File: config.mk
export PLATFORM = sky130hd
export DESIGN_NAME = traffic_intersection_ctrl
export DESIGN_NICKNAME = d
export VERILOG_FILES = /design/src/rtl/traffic_pkg.sv /design/src/rtl/tl_ms_timer.sv /design/src/rtl/traffic_intersection_ctrl.sv
export SDC_FILE = /design/constraint.sdc
export NUM_CORES = 1
export LEC_CHECK = 0
export ABC_AREA = 0
export CAP_MARGIN = 20
export CORE_MARGIN = 8
export CORE_UTILIZATION = 39
export DETAILED_ROUTE_END_ITERATION = 7
export PLACE_DENSITY_LB_ADDON = 0.25
export SYNTH_ARGS = -nofsm -noshare
export SYNTH_HDL_FRONTEND = slang
export SYNTH_SLANG_ARGS = --single-unit
File: constraint.sdc
create_clock -name clk_i -period 4.12 [get_ports clk_i]
set_input_delay 0.824 -clock clk_i [delete_from_list [all_inputs] [get_ports clk_i]]
set_output_delay 0.824 -clock clk_i [all_outputs]
set_load 0.05 [all_outputs]
File: src/rtl/traffic_pkg.sv
// traffic_pkg: command codes, controller states and default timings shared by the intersection controller.
package traffic_pkg;

    typedef enum logic [2:0] {
        CMD_ON         = 3'd0,
        CMD_OFF        = 3'd1,
        CMD_BLINK      = 3'd2,
        CMD_SET_GREEN  = 3'd3,
        CMD_SET_ALLRED = 3'd4,
        CMD_SET_YELLOW = 3'd5,
        CMD_SET_EN     = 3'd6,
        CMD_NOP        = 3'd7
    } cmd_t;

    typedef enum logic [2:0] {
        ST_OFF, ST_YBLINK, ST_ALL_RED, ST_PREP, ST_GREEN, ST_GBLINK, ST_YELLOW
    } int_state_t;

    localparam logic [15:0] GREEN_DEF_MS  = 16'd50;
    localparam logic [15:0] YELLOW_DEF_MS = 16'd30;

endpackage

File: src/rtl/tl_ms_timer.sv
// tl_ms_timer: millisecond prescaler plus 16-bit elapsed-ms counter, both restarted by clr_i.
module tl_ms_timer #(
    parameter int CLK_HZ = 2000
) (
    input  logic        clk_i,
    input  logic        srst_i,
    input  logic        clr_i,
    output logic        last_o,
    output logic [15:0] ms_cnt_o
);

    localparam int PRE = CLK_HZ / 1000;
    localparam int PW  = PRE > 1 ? $clog2(PRE) : 1;

    logic [PW-1:0] pre;

    // last_o marks the final clock of the current millisecond
    assign last_o = pre == PW'(PRE - 1);

    always_ff @(posedge clk_i) begin
        if (srst_i || clr_i) begin
            pre      <= '0;
            ms_cnt_o <= '0;
        end else if (last_o) begin
            pre      <= '0;
            ms_cnt_o <= ms_cnt_o + 16'd1;
        end else begin
            pre <= pre + PW'(1);
        end
    end

endmodule

File: src/rtl/traffic_intersection_ctrl.sv
// traffic_intersection_ctrl: round-robin conflict-free green sequencing over NUM_DIR approaches,
// with per-direction timing and skip mask programmable while the junction blinks yellow.
module traffic_intersection_ctrl import traffic_pkg::*; #(
    parameter int NUM_DIR               = 4,
    parameter int CLK_HZ                = 2000,
    parameter int BLINK_HALF_PERIOD_MS  = 4,
    parameter int BLINK_GREEN_TIME_TICK = 8,
    parameter int RED_YELLOW_MS         = 10,
    parameter int ALL_RED_DEF_MS        = 20,
    localparam int DIR_W = NUM_DIR > 1 ? $clog2(NUM_DIR) : 1
) (
    input  logic               clk_i,
    input  logic               srst_i,
    input  logic               cmd_valid_i,
    input  logic [2:0]         cmd_type_i,
    input  logic [DIR_W-1:0]   cmd_dir_i,
    input  logic [15:0]        cmd_data_i,
    output logic [NUM_DIR-1:0] red_o,
    output logic [NUM_DIR-1:0] yellow_o,
    output logic [NUM_DIR-1:0] green_o,
    output logic [DIR_W-1:0]   active_dir_o
);

    localparam logic [15:0] HALF_MS   = 16'(BLINK_HALF_PERIOD_MS);
    localparam logic [15:0] BLINK_MS  = 16'(2 * BLINK_HALF_PERIOD_MS);
    localparam logic [15:0] GBLINK_MS = 16'(2 * BLINK_GREEN_TIME_TICK * BLINK_HALF_PERIOD_MS);
    localparam logic [15:0] PREP_MS   = 16'(RED_YELLOW_MS);

    int_state_t         state;
    cmd_t               cmd;
    logic [DIR_W-1:0]   dir;
    logic [15:0]        green_t [NUM_DIR];
    logic [15:0]        yellow_t [NUM_DIR];
    logic [15:0]        all_red_t;
    logic [NUM_DIR-1:0] en;
    logic [NUM_DIR-1:0] onehot;
    logic [15:0]        ms_cnt;
    logic [15:0]        dur;
    logic               last, expire, cmd_off, cmd_blink, cmd_on, blink_on, clr;

    // first enabled direction at or after start, wrapping; start itself when none is enabled
    function automatic logic [DIR_W-1:0] first_en(input int start, input logic [NUM_DIR-1:0] mask);
        first_en = DIR_W'(start % NUM_DIR);
        for (int i = NUM_DIR - 1; i >= 0; i--)
            if (mask[(start + i) % NUM_DIR]) first_en = DIR_W'((start + i) % NUM_DIR);
    endfunction

    tl_ms_timer #(.CLK_HZ(CLK_HZ)) u_timer (
        .clk_i   (clk_i),
        .srst_i  (srst_i),
        .clr_i   (clr),
        .last_o  (last),
        .ms_cnt_o(ms_cnt)
    );

    always_comb begin
        cmd       = cmd_t'(cmd_type_i);
        cmd_off   = cmd_valid_i && cmd == CMD_OFF && state != ST_OFF;
        cmd_blink = cmd_valid_i && cmd == CMD_BLINK && state != ST_OFF && state != ST_YBLINK;
        cmd_on    = cmd_valid_i && cmd == CMD_ON && (state == ST_OFF || state == ST_YBLINK);
        // YBLINK re-arms every full blink period so its phase never depends on counter wrap
        dur = state == ST_ALL_RED ? all_red_t :
              state == ST_PREP    ? PREP_MS :
              state == ST_GREEN   ? green_t[dir] :
              state == ST_GBLINK  ? GBLINK_MS :
              state == ST_YELLOW  ? yellow_t[dir] : BLINK_MS;
        expire   = last && ms_cnt == dur - 16'd1 && state != ST_OFF;
        clr      = cmd_off || cmd_blink || cmd_on || expire;
        blink_on = ms_cnt % BLINK_MS < HALF_MS;
        onehot   = NUM_DIR'(1) << dir;
    end

    always_ff @(posedge clk_i) begin
        if (srst_i) begin
            state     <= ST_ALL_RED;
            dir       <= '0;
            all_red_t <= 16'(ALL_RED_DEF_MS);
            en        <= '1;
            for (int i = 0; i < NUM_DIR; i++) begin
                green_t[i]  <= GREEN_DEF_MS;
                yellow_t[i] <= YELLOW_DEF_MS;
            end
            red_o        <= '1;
            yellow_o     <= '0;
            green_o      <= '0;
            active_dir_o <= '0;
        end else begin
            if (cmd_off) state <= ST_OFF;
            else if (cmd_blink) state <= ST_YBLINK;
            else if (cmd_on) begin
                state <= ST_ALL_RED;
                dir   <= first_en(0, en);
            end else if (expire) begin
                case (state)
                    ST_ALL_RED: if (|en) state <= ST_PREP;
                    ST_PREP:    state <= ST_GREEN;
                    ST_GREEN:   state <= BLINK_GREEN_TIME_TICK != 0 ? ST_GBLINK : ST_YELLOW;
                    ST_GBLINK:  state <= ST_YELLOW;
                    ST_YELLOW: begin
                        state <= ST_ALL_RED;
                        dir   <= first_en(int'(dir) + 1, en);
                    end
                    default: ;
                endcase
            end
            if (cmd_valid_i && state == ST_YBLINK) begin
                if (cmd == CMD_SET_ALLRED && cmd_data_i != 16'd0) all_red_t <= cmd_data_i;
                if (int'(cmd_dir_i) < NUM_DIR) begin
                    if (cmd == CMD_SET_GREEN && cmd_data_i != 16'd0) green_t[cmd_dir_i] <= cmd_data_i;
                    if (cmd == CMD_SET_YELLOW && cmd_data_i != 16'd0) yellow_t[cmd_dir_i] <= cmd_data_i;
                    if (cmd == CMD_SET_EN) en[cmd_dir_i] <= cmd_data_i[0];
                end
            end
            red_o <= state == ST_OFF || state == ST_YBLINK ? '0 :
                     state == ST_ALL_RED || state == ST_PREP ? '1 : ~onehot;
            yellow_o <= state == ST_YBLINK ? {NUM_DIR{blink_on}} :
                        state == ST_PREP || state == ST_YELLOW ? onehot : '0;
            green_o <= state == ST_GREEN || (state == ST_GBLINK && blink_on) ? onehot : '0;
            active_dir_o <= state == ST_OFF || state == ST_YBLINK ? '0 : dir;
        end
    end

endmodule

==> results of run 1 <==
==> layout by cell type (no fill, tap or decap), drive strengths merged, types with 7 or more instances in the layout <==
cell             n
and2            35
nor2b           10
a21o            10
nor4            12
and3            81
xnor2           19
inv             26
clkinv           9
nor2            64
buf             58
mux2             7
a22oi            8
clkdlybuf4s50   37
nand4           10
dfxtp           58
clkbuf          17
a211oi           7
nor3            15
a21oi           21
edfxtp         128
o21ai           24
mux2i           40
nand3           13
xor2            16
mux4            22
nand2           64
==> power breakdown <==
group | leakage (nW) | switching, mW | internal (mW)
registers | 1.69 | 0.0174 | 2.02
clock network | 0.298 | 0.844 | 0.831
logic | 2.11 | 0.171 | 0.104
total | 4.10 | 1.03 | 2.96
==> routing by layer <==
metal | global-route usage [%] | vias to the layer above | wire length [um]
met5 | 0 | - | 0
met1 | 23.3 | 3238 | 11100
met2 | 27.7 | 172 | 11500
li1 | - | 3116 | -
met4 | 5.73 | 0 | 551
met3 | 3.42 | 35 | 1350
==> what timing repair did <==
| item | CTS | global route |
|---|---|---|
| hold endpoints to repair | 0 | 0 |
| setup buffers | 0 | 0 |
| hold buffers | 0 | 0 |
| endpoints found under the setup margin | 0 | 7 |
| gates resized for setup | 0 | 2 |
==> final cells by class <==
type,count,area (um2)
flip-flops and latches,186,5010
fillers,2127,12400
well taps,319,399
repair buffers,95,893
clock inverters,15,191
inverters,20,75.1
clock buffers,17,425
multi-input cells,551,3910
==> cell families after synthesis <==
logic type | count (synthesis) | share of synthesized area, %
simple gates | 337 | 19.8
flops | 186 | 54.5
buf+inv | 72 | 3.27
xor+xnor | 35 | 3.34
mux | 69 | 10.6
fa+ha+maj | 6 | 0.817
compound gates | 104 | 7.72
==> worst reg2reg max path, stage by stage (launching register included) <==
cell and delay [ns]:
dfxtp_4 0.47, mux4_2 0.52, a31o_1 0.22, o21ai_1 0.11, ha_1 0.20, a21boi_1 0.15
a21bo_1 0.25, or4_1 0.45, a2111oi_0 0.37, nor2_1 0.10, a32oi_1 0.24, nand4_1 0.16
buf_4 0.20, mux2i_1 0.11, a21o_1 0.17
==> flip-flops by register name, indices dropped and copies added (netlist names), 4 cells and up, named ones only <==
register,count
all_red_t,16
en,4
green_o,4
green_t,64
red_o,4
u_timer.ms_cnt_o,16
yellow_o,4
yellow_t,64
==> per-stage QoR <==
step / hold WS (ns) / cell area [um2] / total power, mW / std cells
2_1_floorplan: 0.440 / 9190 / 2.22 / 809
3_3_place_gp: 0.466 / 10300 / 2.36 / 1171
3_5_place_dp: 0.491 / 10300 / 2.36 / 1171
4_1_cts: 0.508 / 10900 / 4.03 / 1203
5_1_grt: 0.534 / 10900 / 4.13 / 1203
6_report: 0.502 / 10900 / 3.99 / 1203
==> how the worst max path moves through the flow <==
stage | endpoint | slack, ns | startpoint | cells after the start
2_1_floorplan | u_timer.ms_cnt_o[0] | 0.30 | flip-flop | 16
3_3_place_gp | state[1] | 0.20 | flip-flop | 14
3_5_place_dp | state[1] | 0.18 | flip-flop | 14
4_1_cts | state[1] | 0.17 | flip-flop | 14
5_1_grt | flip-flop | 0.01 | flip-flop | 11
6_report | state[1] | 0.30 | flip-flop | 14
==> metrics.yaml, run 1 <==
run_status:
  status: "finished clean"
routing:
  first_pass_iters: 5
  drc: 0
  wire_per_inst_um: 20.3
  antenna_left: 0
  drt-vias-per-instance: 5.45
  vias: 6561
  drt_first_iter_violations: 485
  wl_um: 24500
cts:
  cts_root_buf: "clkbuf_16"
  htree_levels: 4
  clk_path_buf_depth: 2
  clock_sinks: 186
  cts_tree: "done"
  numCtsBuffers: 17
  clk_latency_ns: 0.45
  clk_pin_slew_ns: 0.07
yosys:
  synth_common_cells: "edfxtp_1 (128), and3_1 (81), nand2_1 (64), nor2_1 (64), dfxtp_1 (58)"
  synth_edf_count: 128
  ys_seq_elements: 186
  synthTopCellsByArea: "edfxtp_1 (42%), dfxtp_1 (13%), and3_1 (5.5%)"
  syn_nets: 839
  ys_types: 71
  seq_area_frac_synth_pct: 54.5
  synth_top_flop_cell: "edfxtp_1"
  netlist_area_mm2: 0.00919
  synth.most_common_cell: "edfxtp_1"
  synthCells: 809
  ys_async_sr_fraction_pct: 0
  avgSynthCellArea_um2: 11.4
  synth_top_area_share_pct: 41.8
  ys_warn_count: 0
  synth_top_cell_by_area: "edfxtp_1"
power_and_ir_drop:
  vdd_drop_max_uv: 216
  power.leakage_nw: 4.10
  p_per_area_mw_per_mm2: 366
worst_setup_path:
  rr_endpoint: "state[1]"
  arrival_ns: 4.16
  critPathMaxStageDelay_ns: 0.52
  ff2ff_setup_slack_ns: 0.30
  required_ns: 4.46
  cp_num_buf_inv: 1
  cpMaxStageDelayCell: "mux4_2"
  crit_family: "compound AO/OA/AOI/OAI gates"
  worstSetupEndpointType: "flip-flop"
  ff2ff_path_depth: 14
  cp_max_fo: 10
  worstSetupPathType: "reg2reg"
  cp-start-kind: "flip-flop"
  path_cells: "mux4_2 > a31o_1 > o21ai_1 > ha_1 > a21boi_1 > a21bo_1 > or4_1 > a2111oi_0 > nor2_1 > a32oi_1 > nand4_1 > buf_4 > mux2i_1 > a21o_1"
worst_hold_path:
  hold_path_class: "reg2reg"
  hold_end: "all_red_t[4]"
  hold_path_depth: 2
  min_from: "all_red_t[4]"
sta:
  hold_viol_final: 0
  worstMarginPinSlew_ns: 0.797
  drv_slew: 0
  fin_skew_ns: 0.0146
  final.setup.tns_ns: 0
  finalSetupViolCount: 0
  fmax_mhz: 262
  fin_crit_ns: 3.82
  rsz0062_at_grt: "false"
  post-route-period-util_pct: 92.7
  relSlewSlack_pct: 46.4
  fin_ws_ns: 0.300
job:
  maxCapViolations: 0
cells_and_area:
  layout.nets: 901
  final_layout_size_suffix_gt1_share_pct: 15.4
  num_antenna_cells: 0
  fin_util_pct: 46.7
  synthToLayoutAreaGrowth_pct: 18.6
global_route:
  grt_pass1_wl_um: 38000
  grt_overflow: 0
  grt_pass1_vias: 6428
  gr-usage-all-layers_pct: 17.3
  grt_max_degree: 56
  antenna_found_initial: 0
placed_design:
  place.gp.congestion: 0.822
  portBuffers: 37
  dpl.hpwl_um: 16500
  dp_slack_ns: 0.179
floorplan:
  die_h_um: 170
  io_pins: 38
  die_w_um: 170
  coreArea_mm2: 0.0233
  start_util_pct: 39.4
  die_area_mm2: 0.0287
  rows: 56
(Power assumes the default switching activity.)
==> inputs of run 2 (changes only) <==
--- a/config.mk
+++ b/config.mk
@@ -8,9 +8,10 @@
 export ABC_AREA = 0
 export CAP_MARGIN = 20
 export CORE_MARGIN = 8
-export CORE_UTILIZATION = 39
+export CORE_UTILIZATION = 40
 export DETAILED_ROUTE_END_ITERATION = 7
 export PLACE_DENSITY_LB_ADDON = 0.25
 export SYNTH_ARGS = -nofsm -noshare
 export SYNTH_HDL_FRONTEND = slang
 export SYNTH_SLANG_ARGS = --single-unit
+export TNS_END_PERCENT = 20
==> run 2 against run 1 <==
Against the previous run: clock power is 4% higher; die area is 2.3% lower; wire length is 3.3% higher; clock skew is 0.00090 ns higher; combinational power hardly changed; cell count is 2.2% lower; fmax is 1.3% lower; final area is 0.51% lower; via count is 1.8% higher; highest routed layer unchanged.
==> metrics.yaml, run 2 (synthesis results as in run 1) <==
run_status:
  status: "finished clean"
sta:
  fin_ws_ns: 0.249  # -0.0516 ns
  relSlewSlack_pct: 42.3  # -4.1 points
  fin_crit_ns: 3.87  # +0.0516 ns
  finalSetupViolCount: 0  # unchanged
  drv_slew: 0  # unchanged
  worstMarginPinSlew_ns: 0.866  # +0.0691 ns
  whs_ns: 0.492  # -0.0102 ns
  fmax_mhz: 258  # -1.3%
  rsz0062_at_grt: "true"
  post-route-period-util_pct: 94.0  # +1.3 points
  fin_skew_ns: 0.0155  # +0.000905 ns
  hold_viol_final: 0  # unchanged
cells_and_area:
  final_cell_mix: "edfxtp_1 (128), and3_1 (81), nand2_1 (64), buf_4 (63), nor2_1 (62)"
  reg_top3: "green_t (64), yellow_t (64)"
  num_antenna_cells: 0  # unchanged
  fin_util_pct: 48.1  # +1.3 points
  final_layout_size_suffix_gt1_share_pct: 15.9  # +0.55 points
  layout.nets: 908  # +0.78%
  layout_commonest_cell: "edfxtp_1"
  synthToLayoutAreaGrowth_pct: 18.0
floorplan:
  coreArea_mm2: 0.0226  # -3.3%
  io_pins: 38  # unchanged
  die_w_um: 168  # -1.1%
  start_util_pct: 40.7  # +1.3 points
  rows: 55  # -1.8%
  die_area_mm2: 0.0281  # -2.3%
  die_h_um: 168  # -1.1%
power_and_ir_drop:
  p_per_area_mw_per_mm2: 374  # +2.2%
  vdd_drop_max_uv: 258  # +20%
  power.leakage_nw: 4.11  # +0.25%
routing:
  drt_first_iter_violations: 524  # +8.0%
  antenna_left: 0  # unchanged
  first_pass_iters: 5  # unchanged
  drc: 0  # unchanged
  drt-vias-per-instance: 5.68  # +4.2%
  wl_um: 25300  # +3.3%
  wire_per_inst_um: 21.5  # +5.7%
  vias: 6682  # +1.8%
worst_setup_path:
  ff2ff_setup_slack_ns: 0.25  # -0.05 ns
  critPathMaxStageDelay_ns: 0.59  # +0.07 ns
  worstSetupPathType: "reg2reg"
  arrival_ns: 4.21  # +0.05 ns
  path_cells: "buf_12 > mux4_2 > mux2i_1 > o21ai_1 > or4_1 > nor4_2 > xnor2_1 > or4_4 > nor4b_4 > a211oi_1 > a211oi_2"
  required_ns: 4.46  # about the same
  cpMaxStageDelayCell: "or4_1"
  worstSetupEndpointType: "flip-flop"
  cp_max_fo: 18  # +8
  cp-start-kind: "flip-flop"
global_route:
  antenna_found_initial: 0  # unchanged
  grt_pass1_vias: 6422  # -0.093%
  grt_overflow: 0  # unchanged
  grt_pass1_wl_um: 38600  # +1.8%
  gr-usage-all-layers_pct: 18.1  # +0.75 points
  grt_max_degree: 41  # -27%
placed_design:
  portBuffers: 37  # unchanged
  place.gp.congestion: 0.865  # +5.3%
  dpl.hpwl_um: 17500  # +6.2%
  dp_slack_ns: 0.107  # -0.0720 ns
cts:
  postCtsSetupBuffers: 0  # unchanged
  clk_pin_slew_ns: 0.07  # about the same
  holdBufCountCts: 0  # unchanged
  clock_sinks: 186  # unchanged
  numCtsBuffers: 17  # unchanged
  cts_tree: "done"
  htree_levels: 4  # unchanged
  cts_resized: 0  # unchanged
  clk_path_buf_depth: 2  # unchanged
  cts_root_buf: "clkbuf_16"
  clk_latency_ns: 0.45  # about the same
worst_hold_path:
  min_from: "all_red_t[4]"
  hold_path_class: "reg2reg"
job:
  maxCapViolations: 0  # unchanged
==> run 2: final timing paths <==
path,end,depth (start not counted)
worst max register to register,flip-flop,11
worst max-delay path,flip-flop,11
worst min register to register,all_red_t[4],2
worst min-delay path,all_red_t[4],2
==> run 2: routing by layer <==
| layer | up-vias | routed length, um | global-route usage [%] |
|---|---|---|---|
| li1 | 3126 | - | - |
| met1 | 3278 | 10900 | 23.2 |
| met2 | 239 | 12100 | 29.8 |
| met3 | 39 | 1740 | 3.90 |
| met4 | 0 | 558 | 6.25 |
| met5 | - | 0 | 0 |
==> run 2: stage by stage <==
step / setup TNS [ns] / cells / power [mW] / instance area (um2)
3_5_place_dp: 0 / 1144 / 2.36 / 10200
6_report: 0 / 1176 / 4.06 / 10800
5_1_grt: -0.00945 / 1176 / 4.17 / 10800
2_1_floorplan: 0 / 809 / 2.22 / 9190
4_1_cts: 0 / 1176 / 4.08 / 10800
3_3_place_gp: 0 / 1144 / 2.36 / 10200
==> run 2: power breakdown <==
group / internal (mW) / switching (mW)
clock network: 0.976 / 0.763
logic: 0.103 / 0.173
registers: 2.03 / 0.0188
total: 3.10 / 0.955
==> run 2: worst max-delay path: cells and delay by family, from the launching register on <==
kind	cells	cell delay, ns
AOI/OAI and AO/OA	3	0.70
buffers and inverters	1	0.21
xor gates and xnor gates	1	0.12
DFF	1	0.38
muxes	2	0.70
and+or+nand+nor	4	1.64
==> run 2: layout make-up <==
| type | count | area [um2] |
|---|---|---|
| Clock buffer | 19 | 433 |
| Clock inverter | 13 | 184 |
| Fill cell | 2038 | 11700 |
| Inverter | 20 | 75.1 |
| Multi-Input combinational cell | 551 | 3920 |
| Sequential cell | 186 | 5010 |
| Tap cell | 285 | 357 |
| Timing Repair Buffer | 102 | 875 |
==> inputs of run 3 (changes only) <==
--- a/config.mk
+++ b/config.mk
@@ -11,6 +11,7 @@
 export CORE_UTILIZATION = 40
 export DETAILED_ROUTE_END_ITERATION = 7
 export PLACE_DENSITY_LB_ADDON = 0.25
+export SLEW_MARGIN = 15
 export SYNTH_ARGS = -nofsm -noshare
 export SYNTH_HDL_FRONTEND = slang
 export SYNTH_SLANG_ARGS = --single-unit
==> results of run 3 <==
The final DEF is identical to that of run 2; final timing and power are the same.
